==> src/rtl/fetch_pkg.sv <==
// rtl/fetch_pkg.sv - shared types and constants for the instruction prefetch stage
package fetch_pkg;

  localparam int WORD_W = 32;
  localparam logic [WORD_W-1:0] RESET_PC_DEFAULT = 32'h0000_0000;
  localparam logic [WORD_W-1:0] INSTR_NOP = 32'h0000_0000;

  typedef struct packed {
    logic [WORD_W-1:0] pc;
    logic [WORD_W-1:0] instr;
  } fetch_entry_t;

  function automatic logic [WORD_W-1:0] align_word(input logic [WORD_W-1:0] addr);
    return {addr[WORD_W-1:2], 2'b00};
  endfunction

endpackage

==> src/rtl/fetch_fifo.sv <==
// rtl/fetch_fifo.sv - synchronous in-order FIFO with clear, simultaneous push/pop and occupancy count
module fetch_fifo
  import fetch_pkg::*;
#(
  parameter int DEPTH = 4,
  parameter int DATA_W = 2 * WORD_W,
  localparam int CNT_W = $clog2(DEPTH) + 1
) (
  input  logic              clk,
  input  logic              reset,
  input  logic              clear,
  input  logic              push,
  input  logic [DATA_W-1:0] push_data,
  input  logic              pop,
  output logic [DATA_W-1:0] head_data,
  output logic [CNT_W-1:0]  count,
  output logic              empty,
  output logic              full
);

  localparam int AW = $clog2(DEPTH);

  logic [DATA_W-1:0] mem [DEPTH];
  logic [AW-1:0]     wr_ptr;
  logic [AW-1:0]     rd_ptr;
  logic              do_push;
  logic              do_pop;

  // A push into a full FIFO is accepted only when the head leaves on the same edge.
  assign do_pop  = pop && !empty;
  assign do_push = push && (!full || do_pop);

  always_ff @(posedge clk) begin
    if (reset || clear) begin
      wr_ptr <= '0;
      rd_ptr <= '0;
      count  <= '0;
    end else begin
      if (do_push) begin
        mem[wr_ptr] <= push_data;
        wr_ptr      <= wr_ptr + 1'b1;
      end
      if (do_pop) begin
        rd_ptr <= rd_ptr + 1'b1;
      end
      count <= count + CNT_W'(do_push) - CNT_W'(do_pop);
    end
  end

  assign head_data = mem[rd_ptr];
  assign empty     = (count == '0);
  assign full      = (count == CNT_W'(DEPTH));

endmodule

==> src/rtl/fetch_queue.sv <==
// rtl/fetch_queue.sv - sequential instruction prefetch with in-order buffering and redirect flush
module fetch_queue
  import fetch_pkg::*;
#(
  parameter int                DEPTH     = 4,
  parameter int                MAX_OUTST = 2,
  parameter logic [WORD_W-1:0] RESET_PC  = RESET_PC_DEFAULT
) (
  input  logic              clk,
  input  logic              reset,
  input  logic              redirect,
  input  logic [WORD_W-1:0] redirect_pc,
  output logic              imem_req,
  output logic [WORD_W-1:0] imem_addr,
  input  logic              imem_rvalid,
  input  logic [WORD_W-1:0] imem_rdata,
  output logic              out_valid,
  output logic [WORD_W-1:0] out_instr,
  output logic [WORD_W-1:0] out_pc,
  input  logic              out_ready,
  output logic              empty,
  output logic              full
);

  localparam int CNT_W = $clog2(DEPTH) + 1;
  localparam int OCC_W = CNT_W + 1;
  localparam logic [1:0]       MAX_OUTST_W = 2'(MAX_OUTST);
  localparam logic [OCC_W-1:0] DEPTH_W     = OCC_W'(DEPTH);

  logic [WORD_W-1:0] fetch_pc;
  logic [WORD_W-1:0] resp_pc;
  logic [1:0]        outst;
  logic [1:0]        drop;
  logic [CNT_W-1:0]  fifo_count;
  logic [OCC_W-1:0]  occupancy;
  logic              fifo_empty;
  logic              resp_valid;
  logic              resp_keep;
  logic              issue;
  logic              pop;
  fetch_entry_t      head;
  fetch_entry_t      push_entry;

  // Responses with nothing in flight are stray (e.g. left over from before a reset).
  assign resp_valid = imem_rvalid && (outst != 2'd0);
  assign resp_keep  = resp_valid && !redirect && (drop == 2'd0);

  // Every in-flight request owns a queue slot, so a kept response can never overflow.
  assign occupancy = {1'b0, fifo_count} + OCC_W'(outst);
  assign issue     = !reset && !redirect && (outst < MAX_OUTST_W) && (occupancy < DEPTH_W);
  assign pop       = out_valid && out_ready;

  always_ff @(posedge clk) begin
    if (reset) begin
      fetch_pc <= RESET_PC;
      resp_pc  <= RESET_PC;
      outst    <= 2'd0;
      drop     <= 2'd0;
    end else begin
      outst <= outst + 2'(issue) - 2'(resp_valid);
      if (redirect) begin
        fetch_pc <= align_word(redirect_pc);
        resp_pc  <= align_word(redirect_pc);
        // outst already counts earlier stale requests, so all still in flight become stale.
        drop     <= outst - 2'(resp_valid);
      end else begin
        if (issue) begin
          fetch_pc <= fetch_pc + 32'd4;
        end
        if (resp_valid) begin
          if (drop != 2'd0) begin
            drop <= drop - 2'd1;
          end else begin
            resp_pc <= resp_pc + 32'd4;
          end
        end
      end
    end
  end

  assign push_entry.pc    = resp_pc;
  assign push_entry.instr = imem_rdata;

  fetch_fifo #(
    .DEPTH  (DEPTH),
    .DATA_W ($bits(fetch_entry_t))
  ) u_fifo (
    .clk       (clk),
    .reset     (reset),
    .clear     (redirect),
    .push      (resp_keep),
    .push_data (push_entry),
    .pop       (pop),
    .head_data (head),
    .count     (fifo_count),
    .empty     (fifo_empty),
    .full      (full)
  );

  assign imem_req  = issue;
  assign imem_addr = fetch_pc;
  assign out_valid = !fifo_empty;
  assign out_instr = out_valid ? head.instr : INSTR_NOP;
  assign out_pc    = out_valid ? head.pc : '0;
  assign empty     = fifo_empty;

endmodule

==> config.mk <==
export PLATFORM = sky130hd
export DESIGN_NAME = fetch_queue
export DESIGN_NICKNAME = d
export VERILOG_FILES = /design/src/rtl/fetch_pkg.sv /design/src/rtl/fetch_fifo.sv /design/src/rtl/fetch_queue.sv
export SDC_FILE = /design/constraint.sdc
export NUM_CORES = 1
export LEC_CHECK = 0
export CAP_MARGIN = 25
export CORE_MARGIN = 2
export CORE_UTILIZATION = 27
export CTS_BUF_LIST = sky130_fd_sc_hd__clkbuf_8
export CTS_CLUSTER_DIAMETER = 40
export CTS_CLUSTER_SIZE = 25
export DETAILED_ROUTE_END_ITERATION = 6
export SYNTH_ARGS = -nofsm -noshare
export SYNTH_HDL_FRONTEND = slang
export SYNTH_HIERARCHICAL = 1
export SYNTH_SLANG_ARGS = --single-unit
==> constraint.sdc <==
create_clock -name clk -period 4.19 [get_ports clk]
set_input_delay 0.838 -clock clk [delete_from_list [all_inputs] [get_ports clk]]
set_output_delay 0.838 -clock clk [all_outputs]
set_load 0.01 [all_outputs]
==> results.cfg, run 1 <==
[cts]
cts_max_path_buffers = 3
cts_sinks = 329
ctsHoldBuffers = 0
root_buffer = clkbuf_8
cts_tree = built
insertion_delay_ns = 0.61
cts_buffers = 47
cts.reportedPaths.clkPinSlew_ns = 0.07
post-cts-setup-buffers = 0
cts_htree_levels = 2
cts_resized = 0

[synthesis]
yosys-top-cells-count = 256 x edfxtp_1, 73 x dfxtp_1, 68 x nor2b_1
synth_cell_types = 71
synthArstFlopShare = 0
yosys_warnings = 6
synth-edff-count = 256
ys.flop_type = edfxtp_1
ys_ff_latch = 329
synth_top_cell_by_area = edfxtp_1
syn_avg_cell_area_sq_um = 15.0
synth_cells = 945
synth.area.top_cells = edfxtp_1 54%, dfxtp_1 10%, mux4_2 9.5%
yosysSeqAreaShare = 0.645
synth_top_area_frac = 0.542
netlist_area_sq_mm = 0.0142
yosysMostFrequentCell = edfxtp_1

[setup_path]
path_class = flop to output port
crit_chain = ha_1 -> nand3_1 -> nand3_1 -> inv_1 -> clkdlybuf4s50_1
critPathTopFamily = buffers and inverters
crit_buf_inv = 2
required_ns = 3.35
r2r_cells = 11
crit_fanout = 11
r2r-end = u_fifo/count[2]$_SDFF_PP0_
cp_data_arrival_time_ns = 2.87
path_common_cell = nand3_1
critPathLaunchType = flop
end_kind = output port
slowest_delay_ns = 0.61
critPathSlowestCell = clkdlybuf4s50_1
reg2reg_slack_ns = 1.46
timing.rr.start = u_fifo/count[1]$_SDFF_PP0_

[power]
p_leak_nw = 5.54
p_per_area_mw_per_mm2 = 411
ir_worst_vdd_mv = 0.184

[die]
initial_core_util = 0.272
die-area_sq_mm = 0.0544
rows = 84
core_area_sq_mm = 0.0522
pin_count = 169
die_w_um = 233
die_y_um = 233

[routing]
drcViolationCount = 0
drt_iter0_drc = 595
drt-total-wl_um = 34900
via_count = 8968
final_antenna_net_count = 0
dr.pass1.iters = 5
vias_per_cell = 4.81
wl_per_cell_um = 18.7

[finish]
area_delta_synth_final_pct = 25.3
diodes = 0
final_util = 0.341
n_fill_cell = 5073
drive_gt1_frac = 0.166
layout.nets = 1221
final_area_sq_mm = 0.0178

[timing]
fmax_mhz = 270
setup_tns_ns = 0
maxSlewHeadroom = 0.344
hold_viol = 0
post-route-min-period_ns = 3.71
skew_ns = 0.0324
rsz0062_at_grt = false
setup_viol = 0
finalMaxSlewViolations = 0
tightest_slew_ns = 0.975
fin_crit_sh = 0.885

[worst_hold_path]
worstHoldStart = u_fifo/wr_ptr[1]$_SDFFE_PP0P_
min_path_type = flop to flop
holdPathStages = 2
whs_endpoint = u_fifo/wr_ptr[1]$_SDFFE_PP0P_

[flow_run]
maxCapViolations = 0

[global_route]
grt_pass1_wl_um = 52700
grt.total_usage = 0.127
overflow = 0
antenna_found_initial = 0
grt_max_degree = 47
grt_pass1_vias = 8902

[place]
place_hpwl_um = 23000
dpl_cell_area_sq_mm = 0.0167
gp_congestion = 0.850
port_buffers = 164

[run_status]
status = complete, no violations
state kept, by name, summed over array words and instances (netlist names), named ones only:
| name | cells |
|---|---|
| resp_pc | 30 |
| u_fifo/count | 3 |
| outst | 2 |
| u_fifo/mem | 256 |
| drop | 2 |
| u_fifo/rd_ptr | 2 |
| imem_addr | 30 |
| u_fifo/wr_ptr | 2 |
final cells by class:
class	count	area, sq um	share of cell area
Clock inverter	37	428	0.0241
Clock buffer	50	688	0.0387
Inverter	19	71.3	0.00401
Multi-Input combinational cell	550	4640	0.261
Tap cell	688	861	0.0484
Timing Repair Buffer	193	1950	0.109
Sequential cell	329	9150	0.515
layout by cell type (no fill, tap or decap), types with 11 or more instances in the layout:
cell / n
edfxtp_1: 256
clkdlybuf4s50_1: 164
dfxtp_1: 71
nor2b_1: 68
mux4_2: 60
clkbuf_8: 50
nand2_1: 40
nand3_1: 29
nand4_1: 26
o21ai_0: 25
buf_4: 22
nor4_1: 21
nor2_1: 21
inv_1: 21
o21a_1: 19
o31a_1: 19
nor3_1: 17
a31oi_1: 16
or4_1: 16
a21boi_0: 15
xor2_1: 12
ha_1: 11
inv_6: 11
kinds of logic after synthesis:
group,Yosys count,share of synthesized area
flip-flops,329,0.645
other,1,0.000264
AND/OR/NAND/NOR,297,0.122
AO/OA/AOI/OAI,143,0.0730
XOR/XNOR,21,0.0130
multiplexers,67,0.105
adder cells (fa/ha/maj),12,0.0111
buffers and inverters,75,0.0316
worst min-delay path: cells and delay by family (launching register included):
family / cells / cell delay, ns
and+or+nand+nor: 1 / 0.07
muxes: 1 / 0.06
DFF: 1 / 0.35
where the power goes:
part / internal, W / leakage (nW) / total [W] / switching (W)
clock: 0.00148 / 0.572 / 0.00295 / 0.00147
sequential: 0.00360 / 2.93 / 0.00372 / 0.000125
combinational: 0.000308 / 2.04 / 0.000644 / 0.000335
layer usage:
metal,up-vias,routed length (um),track usage
li1,4153,-,-
met1,4468,15900,0.172
met2,295,16100,0.200
met3,52,2300,0.0306
met4,0,693,0.0410
met5,-,0,0
per-stage QoR:
stage	power, W	hold slack, ns	setup WS, ns	cells
floorplan	0.00411	0.461	0.538	954
global placement	0.00442	0.484	0.747	1779
detailed placement	0.00444	0.497	0.757	1779
CTS	0.00742	0.513	0.429	1866
global route	0.00760	0.555	0.300	1866
finish	0.00732	0.516	0.483	1866
worst max path at each step:
stage                                     startpoint  cells past startpoint                         end
final                     u_fifo/count[1]$_SDFF_PP0_                      5                    imem_req
after global routing      u_fifo/count[1]$_SDFF_PP0_                      5                    imem_req
after CTS                 u_fifo/count[1]$_SDFF_PP0_                      5                    imem_req
after detailed placement                       reset                      6                    imem_req
after global placement                         reset                      6                    imem_req
after floorplan                             redirect                      5  u_fifo/mem[0][0]$_DFFE_PP_
(Power assumes the default switching activity.)
==> run 2: changes to the inputs <==
--- a/config.mk
+++ b/config.mk
@@ -6,12 +6,16 @@
 export NUM_CORES = 1
 export LEC_CHECK = 0
 export CAP_MARGIN = 25
+export CELL_PAD_IN_SITES_DETAIL_PLACEMENT = 1
+export CELL_PAD_IN_SITES_GLOBAL_PLACEMENT = 2
 export CORE_MARGIN = 2
 export CORE_UTILIZATION = 27
 export CTS_BUF_LIST = sky130_fd_sc_hd__clkbuf_8
 export CTS_CLUSTER_DIAMETER = 40
 export CTS_CLUSTER_SIZE = 25
 export DETAILED_ROUTE_END_ITERATION = 6
+export PLACE_DENSITY_LB_ADDON = 0.1
+export SKIP_LAST_GASP = 1
 export SYNTH_ARGS = -nofsm -noshare
 export SYNTH_HDL_FRONTEND = slang
 export SYNTH_HIERARCHICAL = 1
==> run 2 against run 1 <==
Worst setup slack improved by 0.0048 ns. Total power grew 8.4%. Critical path depth fell by 1. Critical path type unchanged. Largest cell class unchanged.
==> results.cfg, run 2 (synthesis gave the netlist of run 1 again) <==
[timing]
maxSlewHeadroom = 0.431
fin_crit_sh = 0.883
setup_viol = 0
tightest_slew_ns = 0.846
post-route-min-period_ns = 3.70
fmax_mhz = 270
rsz0062_at_grt = false
finalMaxSlewViolations = 0
hold_viol = 0
skew_ns = 0.0378
setup_tns_ns = 0

[finish]
area_delta_synth_final_pct = 27.3
fin_cells = 1889
drive_gt1_frac = 0.182
n_fill_cell = 5408
layout_common_cells = 256 x edfxtp_1, 163 x clkdlybuf4s50_1, 71 x dfxtp_1
seq_area_sq_mm = 0.00915
diodes = 0
final_common_cell = edfxtp_1
largest_reg_flops = 256
layout.nets = 1232
largest_register = u_fifo/mem
multiInputGateArea_sq_mm = 0.00464

[die]
die_w_um = 233
pin_count = 169
die_y_um = 233
core_area_sq_mm = 0.0522
rows = 84
initial_core_util = 0.272
die-area_sq_mm = 0.0544

[cts]
post-cts-setup-buffers = 0
cts_htree_levels = 2
cts_tree = built
cts_sinks = 329
cts_resized = 0
ctsHoldBuffers = 0
insertion_delay_ns = 0.67
root_buffer = clkbuf_8
cts_buffers = 58
cts.reportedPaths.clkPinSlew_ns = 0.06
cts_max_path_buffers = 3

[setup_path]
critPathLaunchType = flop
crit_chain = buf_4 -> mux4_1 -> nor2b_1 -> clkdlybuf4s50_1
path_class = flop to output port
reg2reg_slack_ns = 1.43
cp_data_arrival_time_ns = 2.86
crit_fanout = 25
end_kind = output port
required_ns = 3.35
critPathSlowestCell = mux4_1
r2r_cells = 11
slowest_delay_ns = 0.62

[global_route]
overflow = 0
antenna_found_initial = 0
grt.total_usage = 0.150
grt_max_degree = 68
grt_pass1_vias = 9545
grt_pass1_wl_um = 60900

[routing]
final_antenna_net_count = 0
drt_iter0_drc = 382
drcViolationCount = 0
vias_per_cell = 4.75
met2_wirelength_um = 19000
via_count = 8982
m1WireLength_um = 18200
wl_met3_um = 1960
top_layer = met4
wl_per_cell_um = 21.2
drt-total-wl_um = 40000
dr.pass1.iters = 4

[place]
place_hpwl_um = 26000
gp_congestion = 0.759
port_buffers = 164
dp_cells = 1779

[power]
p_per_area_mw_per_mm2 = 439
ir_worst_vdd_mv = 0.230
p_leak_nw = 5.68

[worst_hold_path]
min_path_type = input port to flop
holdPathStages = 2

[run_status]
status = complete, no violations

[flow_run]
maxCapViolations = 0
## run 2: power breakdown
part / switching [W] / total, W / internal, W
clock: 0.00161 / 0.00354 / 0.00193
combinational: 0.000354 / 0.000667 / 0.000314
sequential: 0.000126 / 0.00373 / 0.00360
## run 2: per-stage QoR
| step | hold WS, ns | total power (W) | instance area, sq um | utilization | setup WS [ns] |
|---|---|---|---|---|---|
| after CTS | 0.441 | 0.00808 | 18100 | 0.346 | 0.351 |
| after detailed placement | 0.503 | 0.00448 | 16700 | 0.319 | 0.836 |
| after global routing | 0.491 | 0.00830 | 18100 | 0.346 | 0.264 |
| after global placement | 0.488 | 0.00447 | 16700 | 0.319 | 0.810 |
| final | 0.501 | 0.00793 | 18100 | 0.346 | 0.488 |
| after floorplan | 0.461 | 0.00411 | 14200 | - | 0.538 |
## run 2: critical path: cells and delay by family, from the launching register on
kind,cells,cell delay (ns)
buf+inv,2,0.98
flops,1,0.44
mux,1,0.62
simple gates,1,0.15
## run 2: path summary, 6_finish.rpt
check                                              startpoint                       endpoint
worst min-delay path                                 redirect     u_fifo/count[2]$_SDFF_PP0_
worst min register to register  u_fifo/wr_ptr[0]$_SDFFE_PP0P_  u_fifo/wr_ptr[0]$_SDFFE_PP0P_
worst max register to register     u_fifo/count[1]$_SDFF_PP0_     u_fifo/count[2]$_SDFF_PP0_
worst max-delay path                                     flop                   out_instr[1]
## run 2: layer usage
| metal | vias to the layer above | track usage |
|---|---|---|
| met5 | - | 0 |
| met4 | 0 | 0.0446 |
| met3 | 60 | 0.0323 |
| met2 | 219 | 0.243 |
| met1 | 4525 | 0.200 |
| li1 | 4178 | - |
## run 2: cell type report
cell class,count,share of cell area
sequential,329,0.506
multi-input combinational,550,0.257
clock inverter,51,0.0322
tap,688,0.0476
timing repair buffer,193,0.108
inverter,19,0.00395
clock buffer,59,0.0449
